File: src/rtl/exp_max_tree_pipe_pkg.sv
// Shared definitions for the max-exponent tree: sizing helper and candidate record layout.
// A candidate is packed as {v, exp, idx}, with idx in the least significant bits.
package exp_pkg;

  localparam int DEF_EXP_WIDTH = 5;
  localparam int DEF_LANES     = 8;

  localparam int CAND_V_W = 1;

  function automatic int clog2_f(input int n);
    int r;
    r = 0;
    for (int i = 0; i < 31; i++) begin
      if ((1 << i) < n) r = i + 1;
    end
    return r;
  endfunction

  function automatic int cand_w(input int exp_w, input int idx_w);
    return CAND_V_W + exp_w + idx_w;
  endfunction

endpackage

File: src/rtl/exp_max_tree_pipe_if.sv
// Beat-level bus of the max-exponent tree.
// Handshake: a beat moves on a channel in every cycle where valid && ready are both high;
// the source holds valid and data stable until then, and ready may depend on the sink's state only.
interface exp_max_tree_pipe_if import exp_pkg::*; #(
  parameter int EXP_WIDTH = DEF_EXP_WIDTH,
  parameter int LANES     = DEF_LANES,
  parameter int IDX_WIDTH = clog2_f(LANES)
);
  logic                       in_valid;
  logic                       in_ready;
  logic [EXP_WIDTH*LANES-1:0] in_exp;
  logic [LANES-1:0]           in_mask;
  logic                       out_valid;
  logic                       out_ready;
  logic [EXP_WIDTH-1:0]       out_max;
  logic [IDX_WIDTH-1:0]       out_idx;
  logic [EXP_WIDTH*LANES-1:0] out_shift;
  logic                       out_none;

  modport master (
    output in_valid, in_exp, in_mask, out_ready,
    input  in_ready, out_valid, out_max, out_idx, out_shift, out_none
  );

  modport slave (
    input  in_valid, in_exp, in_mask, out_ready,
    output in_ready, out_valid, out_max, out_idx, out_shift, out_none
  );
endinterface

File: src/rtl/exp_max_tree_pipe_pair_cell.sv
// One node of the compare tree: picks the larger valid candidate, ties to the lower index (a).
module exp_max_pair_cell import exp_pkg::*; #(
  parameter int EXP_WIDTH = DEF_EXP_WIDTH,
  parameter int IDX_WIDTH = 3,
  localparam int CW       = cand_w(EXP_WIDTH, IDX_WIDTH)
) (
  input  logic [CW-1:0] a,
  input  logic [CW-1:0] b,
  output logic [CW-1:0] y
);
  logic                 a_v;
  logic                 b_v;
  logic [EXP_WIDTH-1:0] a_e;
  logic [EXP_WIDTH-1:0] b_e;

  assign a_v = a[CW-1];
  assign b_v = b[CW-1];
  assign a_e = a[IDX_WIDTH +: EXP_WIDTH];
  assign b_e = b[IDX_WIDTH +: EXP_WIDTH];

  always_comb begin
    y = a;
    if (!a_v)           y = b;
    else if (!b_v)      y = a;
    else if (b_e > a_e) y = b;
  end
endmodule

File: src/rtl/exp_max_tree_pipe.sv
// Pipelined masked max-exponent finder: log2(LANES) registered compare levels, then a
// registered shift stage producing max, winning lane and per-lane alignment shifts.
module exp_max_tree_pipe import exp_pkg::*; #(
  parameter int EXP_WIDTH = DEF_EXP_WIDTH,
  parameter int LANES     = DEF_LANES,
  parameter int IDX_WIDTH = clog2_f(LANES)
) (
  input logic                clk,
  input logic                rst,
  exp_max_tree_pipe_if.slave bus
);
  localparam int S  = clog2_f(LANES);
  localparam int CW = cand_w(EXP_WIDTH, IDX_WIDTH);

  // Single stall domain: the whole pipe moves only when the output slot is free or draining.
  logic en;
  assign en           = !bus.out_valid || bus.out_ready;
  assign bus.in_ready = en;

  for (genvar k = 0; k < S; k++) begin : g_stage
    localparam int N_IN  = LANES >> k;
    localparam int N_OUT = LANES >> (k + 1);

    logic [N_IN-1:0][CW-1:0]    c_in;
    logic [N_OUT-1:0][CW-1:0]   c_nx;
    logic [N_OUT-1:0][CW-1:0]   c_q;
    logic                       v_in;
    logic [EXP_WIDTH*LANES-1:0] e_in;
    logic [LANES-1:0]           m_in;
    logic                       v_q;
    logic [EXP_WIDTH*LANES-1:0] e_q;
    logic [LANES-1:0]           m_q;

    if (k == 0) begin : g_src
      for (genvar i = 0; i < LANES; i++) begin : g_lane
        assign c_in[i] = {bus.in_mask[i], bus.in_exp[i*EXP_WIDTH +: EXP_WIDTH], IDX_WIDTH'(i)};
      end
      assign v_in = bus.in_valid;
      assign e_in = bus.in_exp;
      assign m_in = bus.in_mask;
    end else begin : g_chain
      assign c_in = g_stage[k-1].c_q;
      assign v_in = g_stage[k-1].v_q;
      assign e_in = g_stage[k-1].e_q;
      assign m_in = g_stage[k-1].m_q;
    end

    for (genvar j = 0; j < N_OUT; j++) begin : g_pair
      exp_max_pair_cell #(
        .EXP_WIDTH (EXP_WIDTH),
        .IDX_WIDTH (IDX_WIDTH)
      ) u_cell (
        .a (c_in[2*j]),
        .b (c_in[2*j+1]),
        .y (c_nx[j])
      );
    end

    always_ff @(posedge clk or posedge rst) begin
      if (rst) begin
        v_q <= 1'b0;
        c_q <= '0;
        e_q <= '0;
        m_q <= '0;
      end else if (en) begin
        v_q <= v_in;
        c_q <= c_nx;
        e_q <= e_in;
        m_q <= m_in;
      end
    end
  end

  logic [CW-1:0]              root;
  logic                       root_v;
  logic [EXP_WIDTH-1:0]       root_e;
  logic [IDX_WIDTH-1:0]       root_i;
  logic [EXP_WIDTH*LANES-1:0] last_e;
  logic [LANES-1:0]           last_m;
  logic                       last_v;

  assign root   = g_stage[S-1].c_q[0];
  assign root_v = root[CW-1];
  assign root_e = root[IDX_WIDTH +: EXP_WIDTH];
  assign root_i = root[IDX_WIDTH-1:0];
  assign last_e = g_stage[S-1].e_q;
  assign last_m = g_stage[S-1].m_q;
  assign last_v = g_stage[S-1].v_q;

  logic [EXP_WIDTH-1:0]       max_nx;
  logic [IDX_WIDTH-1:0]       idx_nx;
  logic [EXP_WIDTH*LANES-1:0] shift_nx;

  // An empty beat reports zeros everywhere so downstream never sees stale lane data.
  always_comb begin
    max_nx   = root_v ? root_e : '0;
    idx_nx   = root_v ? root_i : '0;
    shift_nx = '0;
    for (int i = 0; i < LANES; i++) begin
      if (root_v && last_m[i]) begin
        shift_nx[i*EXP_WIDTH +: EXP_WIDTH] = max_nx - last_e[i*EXP_WIDTH +: EXP_WIDTH];
      end
    end
  end

  logic                       out_valid_q;
  logic [EXP_WIDTH-1:0]       out_max_q;
  logic [IDX_WIDTH-1:0]       out_idx_q;
  logic [EXP_WIDTH*LANES-1:0] out_shift_q;
  logic                       out_none_q;

  always_ff @(posedge clk or posedge rst) begin
    if (rst) begin
      out_valid_q <= 1'b0;
      out_max_q   <= '0;
      out_idx_q   <= '0;
      out_shift_q <= '0;
      out_none_q  <= 1'b0;
    end else if (en) begin
      out_valid_q <= last_v;
      out_max_q   <= max_nx;
      out_idx_q   <= idx_nx;
      out_shift_q <= shift_nx;
      out_none_q  <= !root_v;
    end
  end

  assign bus.out_valid = out_valid_q;
  assign bus.out_max   = out_max_q;
  assign bus.out_idx   = out_idx_q;
  assign bus.out_shift = out_shift_q;
  assign bus.out_none  = out_none_q;
endmodule

File: src/flat_wrapper.sv
// flat-port wrapper written by rule: the top's interface ports become plain ports
module exp_max_tree_pipe_flat import exp_pkg::*;
#(
  parameter int EXP_WIDTH = DEF_EXP_WIDTH,
  parameter int LANES     = DEF_LANES,
  parameter int IDX_WIDTH = clog2_f(LANES)
)
  (clk, rst, bus_in_valid, bus_in_exp, bus_in_mask, bus_out_ready, bus_in_ready, bus_out_valid, bus_out_max, bus_out_idx, bus_out_shift, bus_out_none);
  exp_max_tree_pipe_if #(.EXP_WIDTH(EXP_WIDTH), .LANES(LANES), .IDX_WIDTH(IDX_WIDTH)) bus_i ();
  input logic clk;
  input logic rst;
  input wire logic [$bits(bus_i.in_valid)-1:0] bus_in_valid;
  input wire logic [$bits(bus_i.in_exp)-1:0] bus_in_exp;
  input wire logic [$bits(bus_i.in_mask)-1:0] bus_in_mask;
  input wire logic [$bits(bus_i.out_ready)-1:0] bus_out_ready;
  output wire logic [$bits(bus_i.in_ready)-1:0] bus_in_ready;
  output wire logic [$bits(bus_i.out_valid)-1:0] bus_out_valid;
  output wire logic [$bits(bus_i.out_max)-1:0] bus_out_max;
  output wire logic [$bits(bus_i.out_idx)-1:0] bus_out_idx;
  output wire logic [$bits(bus_i.out_shift)-1:0] bus_out_shift;
  output wire logic [$bits(bus_i.out_none)-1:0] bus_out_none;
  assign bus_i.in_valid = bus_in_valid;
  assign bus_i.in_exp = bus_in_exp;
  assign bus_i.in_mask = bus_in_mask;
  assign bus_i.out_ready = bus_out_ready;
  assign bus_in_ready = bus_i.in_ready;
  assign bus_out_valid = bus_i.out_valid;
  assign bus_out_max = bus_i.out_max;
  assign bus_out_idx = bus_i.out_idx;
  assign bus_out_shift = bus_i.out_shift;
  assign bus_out_none = bus_i.out_none;
  exp_max_tree_pipe #(.EXP_WIDTH(EXP_WIDTH), .LANES(LANES), .IDX_WIDTH(IDX_WIDTH)) u_core (.clk(clk), .rst(rst), .bus(bus_i));
endmodule
File: config.mk
export PLATFORM = sky130hd
export DESIGN_NAME = exp_max_tree_pipe_flat
export DESIGN_NICKNAME = d
export VERILOG_FILES = /design/src/rtl/exp_max_tree_pipe_pkg.sv /design/src/rtl/exp_max_tree_pipe_if.sv /design/src/rtl/exp_max_tree_pipe_pair_cell.sv /design/src/rtl/exp_max_tree_pipe.sv /design/src/flat_wrapper.sv
export SDC_FILE = /design/constraint.sdc
export NUM_CORES = 1
export LEC_CHECK = 0
export ABC_AREA = 1
export CORE_ASPECT_RATIO = 0.8
export CORE_MARGIN = 3
export CORE_UTILIZATION = 63
export CTS_CLUSTER_SIZE = 20
export DETAILED_ROUTE_END_ITERATION = 10
export HOLD_SLACK_MARGIN = 0.12
export PLACE_DENSITY = 0.86
export SYNTH_ARGS = -nofsm -noshare
export SYNTH_HDL_FRONTEND = slang
export SYNTH_SLANG_ARGS = --single-unit
File: constraint.sdc
create_clock -name clk -period 15.6 [get_ports clk]
set_input_delay 3.12 -clock clk [delete_from_list [all_inputs] [get_ports clk]]
set_output_delay 3.12 -clock clk [all_outputs]
set_load 0.02 [all_outputs]
* Yosys cells after proc, flatten, opt, wreduce, memory -nomap -nowiden
Index checks and enable logic that the tools add are counted.
** Word-level totals
- Bits of input ports :: 52
- Logic and storage cells :: 78
- Bits in registers :: 260
- Output and inout bits :: 51
** Operators by class
- Reductions and logical operators :: 11
- $add $sub $neg :: 8
- Mux-type cells :: 31
- Magnitude comparators :: 7
** Operator list (count)
- $mux W8 :: 14
- $mux W9 :: 7
- $mux W5 :: 9
- $sub A5 B5 Y5 :: 8
- $gt A5 B5 Y1 :: 7
- $logic_and A1 B1 Y1 :: 8
- $mux W3 :: 1
- $logic_not A1 Y1 :: 2
- $logic_or A1 B1 Y1 :: 1

* Logic depth before layout (Yosys ltp)
- Depth after elaboration :: 4
- Gate-level depth with buffers :: 12
- Depth with buffers taken out :: 12

* Modules after synthesis
Synthesis repeated with hierarchy kept, for this count alone.
** Unflattened totals
- Cells, all modules :: 1624
- Area, all modules :: 13305.3 um^2
** By module, submodules not included
- exp_max_tree_pipe :: sequential area each 6506.2 um^2, instances 1, area each 11203.2 um^2, cells an instance 1267
- exp_max_pair_cell :: sequential area each 0.0 um^2, instances 7, area each 300.3 um^2, cells an instance 51

* Worst setup path after synthesis
Ideal clock, no wire load.
- Path type :: in2out
- Start :: input bus_out_ready
- End :: output bus_in_ready
- Stages on the path :: 4
- Arrival :: 3.731 ns
- Slack :: 8.749 ns
- Required time :: 12.480 ns
- Cells stage by stage :: nor2_4 -> inv_2 -> buf_2 -> buf_2
** On the way
- Word-level cells in the longest chain between the ends :: 1
** RTL lines
- start, declared :: line flat_wrapper.sv:15 : input wire logic [$bits(bus_i.out_ready)-1:0] bus_out_ready;
- $logic_or A1 B1 Y1 :: line exp_max_tree_pipe.sv:17 : assign en = !bus.out_valid || bus.out_ready;
- end, declared :: line flat_wrapper.sv:16 : output wire logic [$bits(bus_i.in_ready)-1:0] bus_in_ready;
Every way passes these cells.

* Final worst setup path
Ends and elaborated chain as after synthesis.

==> flow_summary.json <==
{
  "tns_ns": 0,
  "grt_pass1_vias": 9480,
  "die_x_um": 161,
  "clkLatencyLatePin_ns": 0.53,
  "drive_above_1_share": 0.0404,
  "worstMarginPinSlew_ns": 1.02,
  "fmax_ghz": 0.117,
  "setup_viol": 0,
  "cts_tree": "yes",
  "start_kind": "input port",
  "worst_slack_ns": 7.03,
  "vias": 9679,
  "numCtsBuffers": 25,
  "grt-ovfl-total": 0,
  "syn_to_final_growth_pct": 16.5,
  "power.density_mw_per_mm2": 211,
  "initial_core_util": 0.653,
  "hold_path_startpoint": "u_core.g_stage[0].e_q[28]",
  "finalWeightedCongestion": 0.957,
  "status": "completed",
  "final_nets": 1620,
  "rr_startpoint": "u_core.bus.out_valid",
  "cts_root_buf": "clkbuf_16",
  "synth_top_cell_area_share": 0.524,
  "syn_area_per_cell_um2": 8.54,
  "rsz0062_at_grt": "no",
  "hold_viol": 0,
  "hold_class": "register to register",
  "peakVddDrop_mv": 0.154,
  "max_cap_violations": 0,
  "dieArea_mm2": 0.0208,
  "fin_skew_ns": 0.00890,
  "ioPinCount": 103,
  "synth_edf_count": 0,
  "postRouteAntennaNets": 0,
  "r2r_slack_ns": 12.38,
  "grt_first_pass_wirelength_um": 46600,
  "synth_top_cell_by_area": "dfrtp_1",
  "yosysUniqueCellTypes": 34,
  "core-area_mm2": 0.0184,
  "clk_pin_slew_ns": 0.06,
  "routed_wl_um": 28200,
  "die_h_um": 130,
  "portBuffers": 102,
  "ys_warn_count": 0,
  "cts_setup_buffers": 0,
  "n_antenna_cell": 0,
  "hold_depth": 2,
  "drc": 0,
  "dpl.hpwl_um": 18700,
  "cts_hold_buf": 0,
  "min_period_ns": 8.57,
  "antenna_found_initial": 1,
  "pre_cts_slack_ns": 6.98,
  "first_iter_violations": 904,
  "synthCells": 1409,
  "crit_path_end_kind": "output port",
  "grt_max_degree": 239,
  "holdPathEnd": "u_core.g_stage[1].e_q[28]",
  "r2r_cells": 8,
  "crit_required_ns": 12.48,
  "htreeDepth": 1,
  "synth_area_mm2": 0.0120,
  "num_rows": 44,
  "ys_ff_latch": 252,
  "slew_viol_final": 0,
  "async_flop_share": 1.00,
  "cts.repair.resized": 0,
  "crit_type": "input port to output port",
  "dr.pass1.iters": 6,
  "ys.flop_type": "dfrtp_1",
  "p_leak_nw": 7.30,
  "track_usage": 0.275,
  "synth_seq_area_share": 0.524,
  "clk_path_buf_depth": 3,
  "wl_per_cell_um": 16.0,
  "post-route-period-util": 0.549,
  "cp_max_fo": 238,
  "hold_ws_ns": 0.468,
  "synth_nets": 1536,
  "synthTopCellsByArea": "dfrtp_1 (52%), nand2_1 (18%), ha_1 (7.0%)",
  "worst_ep_arrival_time_ns": 5.45,
  "viasPerCell": 5.49,
  "slew_headroom": 0.318,
  "r2r_end": "u_core.g_stage[1].c_q[17]",
  "total_power_mw": 2.95,
  "cts.sinks": 252
}
worst max path at each step:
stage,to,startpoint
after floorplan,u_core.bus.out_idx[0],rst
after global placement,bus_in_ready,bus_out_ready
after detailed placement,bus_in_ready,bus_out_ready
after CTS,bus_in_ready,bus_out_ready
after global routing,bus_in_ready,bus_out_ready
final,bus_in_ready,bus_out_ready
report_power, final:
group / leakage (nW) / internal [mW] / total (mW) / switching, mW
Clock: 0.413 / 0.370 / 0.619 / 0.249
Combinational: 3.80 / 0.476 / 1.27 / 0.790
Sequential: 3.08 / 0.912 / 1.07 / 0.157
flip-flops by register name, indices dropped and copies added, names as in the netlist, 3 cells and up:
name,count
u_core.g_stage.m_q,24
u_core.bus.out_max,5
u_core.g_stage.v_q,3
u_core.g_stage.e_q,120
u_core.g_stage.c_q,55
u_core.bus.out_idx,3
u_core.bus.out_shift,40
critical path, stage by stage:
cell             delay [ns]
clkdlybuf4s50_1        0.44
nor2_4                 0.13
buf_12                 0.61
inv_4                  0.42
clkdlybuf4s50_1        0.65
kinds of logic (layout without fill, tap and decap cells):
logic type      Yosys count  count (layout)  share of synthesized area
flops                   252             252                      0.524
xor+xnor                 26              26                     0.0189
compound gates          150             150                     0.0660
simple gates            711             711                      0.241
buf+inv                 195             297                     0.0670
fa+ha+maj                75              75                     0.0830
area by class of cell:
cell class              instances  area, µm²
clock inverters                 7        118
multi-input cells             962       4920
clock buffers                  38        724
flip-flops and latches        252       6310
inverters                     144        556
repair buffers                108       1080
well taps                     253        317
fillers                      1254       4420
layer usage:
metal / global-route usage / vias to the layer above / routed length (µm)
li1: - / 4598 / -
met1: 0.375 / 4686 / 11800
met2: 0.461 / 332 / 13600
met3: 0.0438 / 61 / 1860
met4: 0.0842 / 2 / 856
met5: 0 / - / 13
cells in the final DEF, fill, tap and decap left out, drive strengths merged, types with 20 or more instances in the layout:
| cell | instances |
|---|---|
| dfrtp | 252 |
| nor2 | 25 |
| o21ai | 115 |
| nand3 | 73 |
| ha | 67 |
| clkbuf | 38 |
| clkdlybuf4s50 | 102 |
| nand2 | 590 |
| a21oi | 20 |
| inv | 146 |
through the flow:
step           std cells  utilization  instance area [µm²]
3_3_place_gp        1719        0.715                13200
4_1_cts             1764        0.760                14000
6_report            1764        0.760                14000
2_1_floorplan       1409            -                12000
3_5_place_dp        1719        0.715                13200
5_1_grt             1764        0.760                14000
synthesized netlist by cell type, types with 2 or more instances:
library cell,instances
o21ai_0,105
a211oi_1,6
xnor2_1,7
nand4_1,10
or2_2,3
a21boi_0,2
a22oi_1,2
a21oi_1,19
inv_1,140
clkbuf_1,13
xor2_1,19
o21ai_1,10
nor2_4,7
a22o_1,2
fa_1,8
nand3b_1,6
buf_2,31
nor2_1,17
nand2_1,589
buf_4,6
dfrtp_1,252
and2_1,3
ha_1,67
inv_2,3
nand3_1,73
Power figures use the tool's default switching activity.
